**src/rtl/div_pkg.sv**
```systemverilog
// Shared encodings and widths for the multi-cycle divider.
package div_pkg;

  localparam int REG_BUS        = 32;
  localparam int DOUBLE_REG_BUS = 64;

  localparam logic [REG_BUS-1:0] ZERO_WORD = '0;

  localparam logic DIV_RESULT_READY     = 1'b1;
  localparam logic DIV_RESULT_NOT_READY = 1'b0;
  localparam logic DIV_START            = 1'b1;
  localparam logic DIV_STOP             = 1'b0;

  typedef enum logic [1:0] {
    DIV_FREE    = 2'b00,
    DIV_BY_ZERO = 2'b01,
    DIV_ON      = 2'b10,
    DIV_END     = 2'b11
  } div_state_t;

  // Magnitude of an operand; 0x80000000 wraps to itself.
  function automatic logic [REG_BUS-1:0] abs_op(input logic          sgn,
                                                input logic [REG_BUS-1:0] v);
    return (sgn && v[REG_BUS-1]) ? (~v + 32'd1) : v;
  endfunction

endpackage

```
**src/rtl/div.sv**
```systemverilog
// Restoring 32-bit divider for DIV/DIVU: one quotient bit per cycle,
// result returned as {remainder, quotient} with a registered ready flag.
module div import div_pkg::*; (
  input  logic                      clk,
  input  logic                      rst,
  input  logic                      signed_div_i,
  input  logic [REG_BUS-1:0]        opdata1_i,
  input  logic [REG_BUS-1:0]        opdata2_i,
  input  logic                      start_i,
  input  logic                      annul_i,
  output logic [DOUBLE_REG_BUS-1:0] result_o,
  output logic                      ready_o,
  output div_state_t                state_o
);

  // Handshake: start_i is held high by EX until it sees ready_o; EX then drops
  // start_i, ready_o/result_o clear on the next edge, and a new start_i is
  // accepted from the edge after that. annul_i beats start_i in every state.

  div_state_t                r_state;
  logic [5:0]                r_cnt;
  logic [DOUBLE_REG_BUS-1:0] r_work;
  logic [REG_BUS-1:0]        r_divisor;
  logic                      r_neg_quo;
  logic                      r_neg_rem;
  logic                      r_ready;
  logic [DOUBLE_REG_BUS-1:0] r_result;

  logic [REG_BUS:0]   w_partial;
  logic [REG_BUS+1:0] w_trial;
  logic               w_keep;
  logic               w_unused_carry;
  logic [REG_BUS-1:0] w_quo_fix;
  logic [REG_BUS-1:0] w_rem_fix;

  // r_work = {partial remainder, dividend bits still to consume / quotient bits}
  assign w_partial      = r_work[DOUBLE_REG_BUS-1:REG_BUS-1];
  assign w_trial        = {1'b0, w_partial} - {2'b00, r_divisor};
  assign w_keep         = ~w_trial[REG_BUS+1];
  // A kept difference is below the divisor, so bit 32 is always zero.
  assign w_unused_carry = w_trial[REG_BUS];

  assign w_quo_fix = r_neg_quo ? (~r_work[REG_BUS-1:0] + 32'd1)
                               : r_work[REG_BUS-1:0];
  assign w_rem_fix = r_neg_rem ? (~r_work[DOUBLE_REG_BUS-1:REG_BUS] + 32'd1)
                               : r_work[DOUBLE_REG_BUS-1:REG_BUS];

  always_ff @(posedge clk) begin
    if (rst) begin
      r_state   <= DIV_FREE;
      r_cnt     <= 6'd0;
      r_work    <= '0;
      r_divisor <= ZERO_WORD;
      r_neg_quo <= 1'b0;
      r_neg_rem <= 1'b0;
      r_ready   <= DIV_RESULT_NOT_READY;
      r_result  <= '0;
    end else begin
      case (r_state)
        DIV_FREE: begin
          r_ready  <= DIV_RESULT_NOT_READY;
          r_result <= '0;
          if (start_i == DIV_START && !annul_i) begin
            if (opdata2_i == ZERO_WORD) begin
              r_state <= DIV_BY_ZERO;
            end else begin
              r_state   <= DIV_ON;
              r_cnt     <= 6'd0;
              r_work    <= {ZERO_WORD, abs_op(signed_div_i, opdata1_i)};
              r_divisor <= abs_op(signed_div_i, opdata2_i);
              r_neg_quo <= signed_div_i & (opdata1_i[REG_BUS-1] ^ opdata2_i[REG_BUS-1]);
              r_neg_rem <= signed_div_i & opdata1_i[REG_BUS-1];
            end
          end
        end
        DIV_BY_ZERO: begin
          if (annul_i) begin
            r_state <= DIV_FREE;
          end else begin
            r_work  <= '0;
            r_state <= DIV_END;
          end
        end
        DIV_ON: begin
          if (annul_i) begin
            r_state  <= DIV_FREE;
            r_cnt    <= 6'd0;
            r_ready  <= DIV_RESULT_NOT_READY;
            r_result <= '0;
          end else if (r_cnt != 6'd32) begin
            if (w_keep)
              r_work <= {w_trial[REG_BUS-1:0], r_work[REG_BUS-2:0], 1'b1};
            else
              r_work <= {r_work[DOUBLE_REG_BUS-2:0], 1'b0};
            r_cnt <= r_cnt + 6'd1;
          end else begin
            r_work  <= {w_rem_fix, w_quo_fix};
            r_state <= DIV_END;
          end
        end
        DIV_END: begin
          if (annul_i || start_i == DIV_STOP) begin
            r_state  <= DIV_FREE;
            r_cnt    <= 6'd0;
            r_ready  <= DIV_RESULT_NOT_READY;
            r_result <= '0;
          end else begin
            r_ready  <= DIV_RESULT_READY;
            r_result <= r_work;
          end
        end
        default: r_state <= DIV_FREE;
      endcase
    end
  end

  assign result_o = r_result;
  assign ready_o  = r_ready;
  assign state_o  = r_state;

endmodule

```
**config.mk**
```make
export PLATFORM = sky130hd
export DESIGN_NAME = div
export DESIGN_NICKNAME = d
export VERILOG_FILES = /design/src/rtl/div_pkg.sv /design/src/rtl/div.sv
export SDC_FILE = /design/constraint.sdc
export NUM_CORES = 1
export LEC_CHECK = 0
export BUFFER_PORTS_ARGS = -buffer_cell sky130_fd_sc_hd__buf_4
export CELL_PAD_IN_SITES_DETAIL_PLACEMENT = 0
export CELL_PAD_IN_SITES_GLOBAL_PLACEMENT = 1
export CORE_ASPECT_RATIO = 1.25
export CORE_MARGIN = 8
export CORE_UTILIZATION = 38
export DETAILED_ROUTE_END_ITERATION = 7
export GPL_ROUTABILITY_DRIVEN = 0
export PLACE_DENSITY_LB_ADDON = 0.1
export SYNTH_ARGS = -nofsm -noshare
export SYNTH_HDL_FRONTEND = slang
export SYNTH_SLANG_ARGS = --single-unit
export TNS_END_PERCENT = 5
```
**constraint.sdc**
```tcl
create_clock -name clk -period 9.35 [get_ports clk]
set_input_delay 0.935 -clock clk [delete_from_list [all_inputs] [get_ports clk]]
set_output_delay 0.935 -clock clk [all_outputs]
set_load 0.01 [all_outputs]
```
# Word level (Yosys, flattened, before mapping)
# Index checks and enable logic that the tools add are counted.
[word_totals]
regBits = 171
input_bits = 69
output_inout_bits = 67
wordCells = 83
[op_classes]
n_addsub = 6
eq_ne = 14
muxes = 30
n_bitwise = 9
n_reduce_logical = 15
[ops]
columns = ["cell", "count"]
rows = [
  ["64-bit 2-to-1 mux", 8],
  ["64-bit case mux with 3 select lines", 2],
  ["32-bit by 1-bit adder with 32-bit output, second input constant", 4],
  ["32-bit 2-to-1 mux", 4],
  ["32-bit NOT", 4],
  ["33-bit by 32-bit subtractor with 34-bit output", 1],
  ["32-bit logical NOT", 1],
  ["6-bit 2-to-1 mux", 5],
  ["6-bit case mux with 3 select lines", 1],
  ["2-bit 2-to-1 mux", 6],
  ["2-bit inequality test, second input constant", 6],
  ["3-bit inequality test, second input constant", 4],
  ["6-bit AND reduction", 2],
  ["2-bit case mux with 4 select lines", 1],
  ["6-bit by 1-bit adder with 6-bit output, second input constant", 1],
  ["6-bit inequality test, second input constant", 1],
  ["3-bit AND reduction", 2],
  ["3-bit nonzero test", 2],
  ["5-bit AND reduction", 1],
  ["2-bit == test, second input constant", 2],
  ["1-bit logical AND", 3],
  ["1-bit case mux with 3 select lines", 1],
  ["1-bit bitwise AND", 2],
  ["2-bit by 1-bit == test with 1-bit output, second input constant", 1],
  ["7 further kinds", 9],
]

# Depth between registers and ports, before layout
[depth]
word_depth = 6
ltp_mapped = 14
depth_no_buf = 12

# Worst setup path before layout
# Ideal clock, no wire load.
[synth_timing]
path_kind = "input-to-reg"
startpoint = "input port opdata2_i[6]"
endpoint = "register r_work[37]"
setup_ns = 0.117
arrival_ns = 3.182
required_time_ns = 9.233
path_slack_ns = 6.051
stages = 9
n_path_buf = 1
cell_sequence = "or4_1 nor4b_2 nand4_2 o211ai_2 or3_1 buf_4 nor2_2 a21o_1 a32o_1"
[synth_between]
elab_chain_cells = 3
[synth_lines]
columns = ["element", "line_no", "source"]
rows = [
  ["start: declaration", "div.sv:8", "input logic [REG_BUS-1:0] opdata2_i,"],
  ["32-bit logical NOT", "div.sv:64", "if (opdata2_i == ZERO_WORD) begin"],
  ["2-bit inequality test (no line)", "--", ""],
  ["6-bit AND reduction (no line)", "--", ""],
  ["end signal: assignment", "div.sv:69", "r_work <= {ZERO_WORD, abs_op(signed_div_i, opdata1_i)};"],
  ["end signal: assignment", "div.sv:92", "r_work <= {w_trial[REG_BUS-1:0], r_work[REG_BUS-2:0], 1'b1};"],
  ["end signal: assignment", "div.sv:94", "r_work <= {r_work[DOUBLE_REG_BUS-2:0], 1'b0};"],
  ["end: declaration", "div.sv:22", "logic [DOUBLE_REG_BUS-1:0] r_work;"],
]
# No other way between the ends.
# A chain may end at the register's enable or synchronous reset.

# Worst setup path in the final report
[layout_timing]
startpoint = "register r_divisor[1]"
endpoint = "register r_work[52]"
[layout_between]
elab_chain_cells = 5
[layout_lines]
columns = ["element", "line_no", "source"]
rows = [
  ["start: declaration", "div.sv:23", "logic [REG_BUS-1:0] r_divisor;"],
  ["start signal: assignment", "div.sv:70", "r_divisor <= abs_op(signed_div_i, opdata2_i);"],
  ["33-bit by 32-bit subtractor with 34-bit output", "div.sv:38", "assign w_trial = {1'b0, w_partial} - {2'b00, r_divisor};"],
  ["64-bit 2-to-1 mux", "div.sv:91", "if (w_keep)"],
  ["64-bit 2-to-1 mux", "div.sv:90", "end else if (r_cnt != 6'd32) begin"],
  ["64-bit 2-to-1 mux", "div.sv:85", "if (annul_i) begin"],
  ["64-bit case mux with 3 select lines", "div.sv:59", "case (r_state)"],
  ["end signal: assignment", "div.sv:92", ""],
  ["end signal: assignment", "div.sv:94", ""],
  ["end signal: assignment", "div.sv:97", "r_work <= {w_rem_fix, w_quo_fix};"],
]
# No other way between the ends. The select of a mux whose other input is x is not followed.

==> metrics.md <==
| Metric | Value |
|---|---|
| Port buffer count | `135` |
| Worst Path Max Fanout | `29` |
| 1st-pass router iterations | `5` |
| Area growth syn-to-layout | `15.3%` |
| CTS tree | `yes` |
| # resized after CTS | `0` |
| Yosys warns | `0` |
| Worst ir drop on vdd | `0.157 mV` |
| IO Count | `136` |
| Worst path cell trace | `inv_1, ha_1, nor2b_1, o2111ai_1, a2111oi_2, o21bai_1, a21oi_1, nor2_1, buf_4, nand2_1, o21ai_0, a222oi_1` |
| CORE AREA | `about 30000 um^2` |
| R2R cell count | `12` |
| Seq cells post-synth | `roughly 170` |
| Chip height | `211 um` |
| Max Clock Freq | `~270 MHz` |
| Detailed placer's ending HPWL | `approximately 29000 um` |
| Worst setup SP type | `register` |
| Final Critical Period | `3720 ps` |
| Setup crit end kind | `register` |
| Worst slack, placed | `about 5400 ps` |
| Seq/Total Area, Yosys | `0.296` |
| Cells after synthesis | `about 1500` |
| Fillers | `around 3200` |
| Worst-path clk slew | `roughly 70 ps` |
| Status | `completed` |
| Worst skew pair latency | `about 450 ps` |
| Largest net degree at the start of global routing | `76` |
| Nets@finish | `1724` |
| Critical Path Stages | `12` |
| Final Worst Setup Slack | `between 5000 and 6000 ps` |
| Diode count | `0` |
| Vias/cell | `approximately 5.7` |
| Layout cells sized above 1 | `0.132` |
| Fin. Hold Viols | `0` |
| Final setup fails | `0` |
| DRC Markers | `0` |
| Critical path's top delay family | `compound AO/OA/AOI/OAI gates` |
| Setup TNS | `0 ps` |
| PwrDens | `between 200 and 300 nW/um^2` |
| Die area | `36300 um^2` |
| Routed Antenna Nets | `0` |
| Placed cells | `approximately 2000` |
| Final worst-path cycle share | `0.398` |
| Initial core utilization | `0.385` |
| Most frequent cells in the layout | `nor2_1, dfxtp_1, buf_4` |
| Clock skew | `about 14 ps` |
| Pwr Total | `3.53 mW` |
| Clk root buf | `clkbuf_16` |
| RSZ-0062 raised after global routing | `false` |
| Syn Area/Cell | `about 7.5 um^2` |
| FFs w/ async S/R, synth | `0` |
| Worst hold slack | `453 ps` |
| Wire per inst | `19.6 um` |
| Crit Path Class | `reg2reg` |
| WHS Path Cells | `2` |
| Vias post-DR | `about 12000` |
| Synthesized Nets | `1657` |
| Final Cell Area | `13300 um^2` |
| Row cnt | `71` |
| Max-slew violation count | `0` |
| Worst hold path class | `reg2reg` |
| Top_reg_cell synth | `dfxtp_1` |
| Leak Pwr | `~5.1 nW` |
| CTS Buf Count | `17` |
| Gr usage total | `0.219` |
| Chip width | `~170 um` |
| CP max stage delay | `about 630 ps` |
| Detailed Route WL | `39700 um` |
| Postcts setup bufs | `0` |
| Max clock buf depth | `2` |
| R2R setup slack | `~5600 ps` |
| Post-CTS Hold Fix Bufs | `0` |
| Most common cell after layout, fill and taps aside | `nor2_1` |
| Non-Filler Instances | `2023` |
| Slew headroom | `0.218` |
| Grt ovf | `0` |
| Netlist Area Pre-Place | `about 12000 um^2` |
| Vias in the first global route | `~11000` |
| First-pass GRT wire length | `between 60000 and 70000 um` |
| Slew @ Worst Pin | `~1200 ps` |
| Num Clock Sinks | `about 170` |
| Max-Cap Viols | `0` |
| Synth unique cells | `85` |
| Initial antenna violation count | `0` |
| Post-synth EDFFs | `0` |
| WP data arrival | `approximately 4000 ps` |
| Initial DRC count | `between 600 and 700` |
| Worst path slowest cell | `a2111oi_2` |
| WP data required | `around 9700 ps` |
| Placed cell area | `~13000 um^2` |
| CP bufs+invs | `2` |
| H-tree depth | `4` |
| Final Util | `0.444` |
per-layer routing:
| layer | vias to the layer above | global-route usage | routed length (um) |
|---|---|---|---|
| li1 | 5751 | - | - |
| met2 | 261 | 0.390 | 20300 |
| met3 | 94 | 0.0363 | 1350 |
| met1 | 5439 | 0.241 | 15900 |
| met4 | 0 | 0.128 | 2190 |
| met5 | - | 0 | 0 |
cell usage after synthesis (all sizes together) (13+ instances only):
library cell	instances	share of area
nand2b	21	0.011
nand3	23	0.010
o21ai	92	0.040
clkbuf	76	0.025
or3	20	0.011
o211ai	23	0.015
nor2b	14	0.0076
dfxtp	171	0.30
a211oi	43	0.028
a31oi	15	0.0081
o22ai	24	0.014
inv	55	0.018
mux2i	14	0.012
nand2	116	0.038
o31ai	14	0.0091
a21oi	99	0.043
nor2	245	0.080
xor2	42	0.032
xnor2	51	0.039
or4	13	0.0091
nor3	53	0.024
nor4	21	0.014
buf	25	0.012
ha	44	0.048
a22oi	78	0.051
a21o	14	0.0091
flip-flops by register name, indices dropped and copies added, names as in the netlist:
name	count
r_cnt	6
ready_o	1
state_o	2
result_o	64
r_work	64
r_neg_quo	1
r_neg_rem	1
r_divisor	32
area by class of cell:
type | instances | area [um^2] | area share
Inverter | 55 | 206 | 0.0155
Clock inverter | 11 | 88.8 | 0.00666
Sequential cell | 171 | 3420 | 0.257
Tap cell | 401 | 502 | 0.0376
Clock buffer | 20 | 457 | 0.0343
Timing Repair Buffer | 149 | 1120 | 0.0839
Multi-Input combinational cell | 1216 | 7530 | 0.565
cells by family (layout without fill, tap and decap cells):
family / after synthesis / in the layout / share of synthesized area
compound gates: 474 / 474 / 0.274
xor+xnor: 93 / 93 / 0.0705
fa+ha+maj: 45 / 45 / 0.0494
buf+inv: 156 / 235 / 0.0541
flops: 171 / 171 / 0.296
mux: 14 / 14 / 0.0121
simple gates: 590 / 590 / 0.244
where the power goes:
part           leakage, nW  internal (mW)  switching (mW)
sequential            1.39          0.841           0.186
clock                0.253          0.356           0.334
combinational         3.44          0.639            1.17
tightest hold or removal path: stages, from the launching register on:
cell     delay [ps]
dfxtp_1         310
nand2_1          50
a21oi_1          50
path summary, 6_finish.rpt:
kind | startpoint | endpoint
max | r_divisor[1]$_SDFFE_PP0P_ | r_work[52]$_SDFFE_PP0P_
min | r_divisor[31]$_SDFFE_PP0P_ | r_divisor[31]$_SDFFE_PP0P_
max reg2reg | r_divisor[1]$_SDFFE_PP0P_ | r_work[52]$_SDFFE_PP0P_
min reg2reg | r_divisor[31]$_SDFFE_PP0P_ | r_divisor[31]$_SDFFE_PP0P_
No activity file was read; power rests on OpenSTA's default activity.
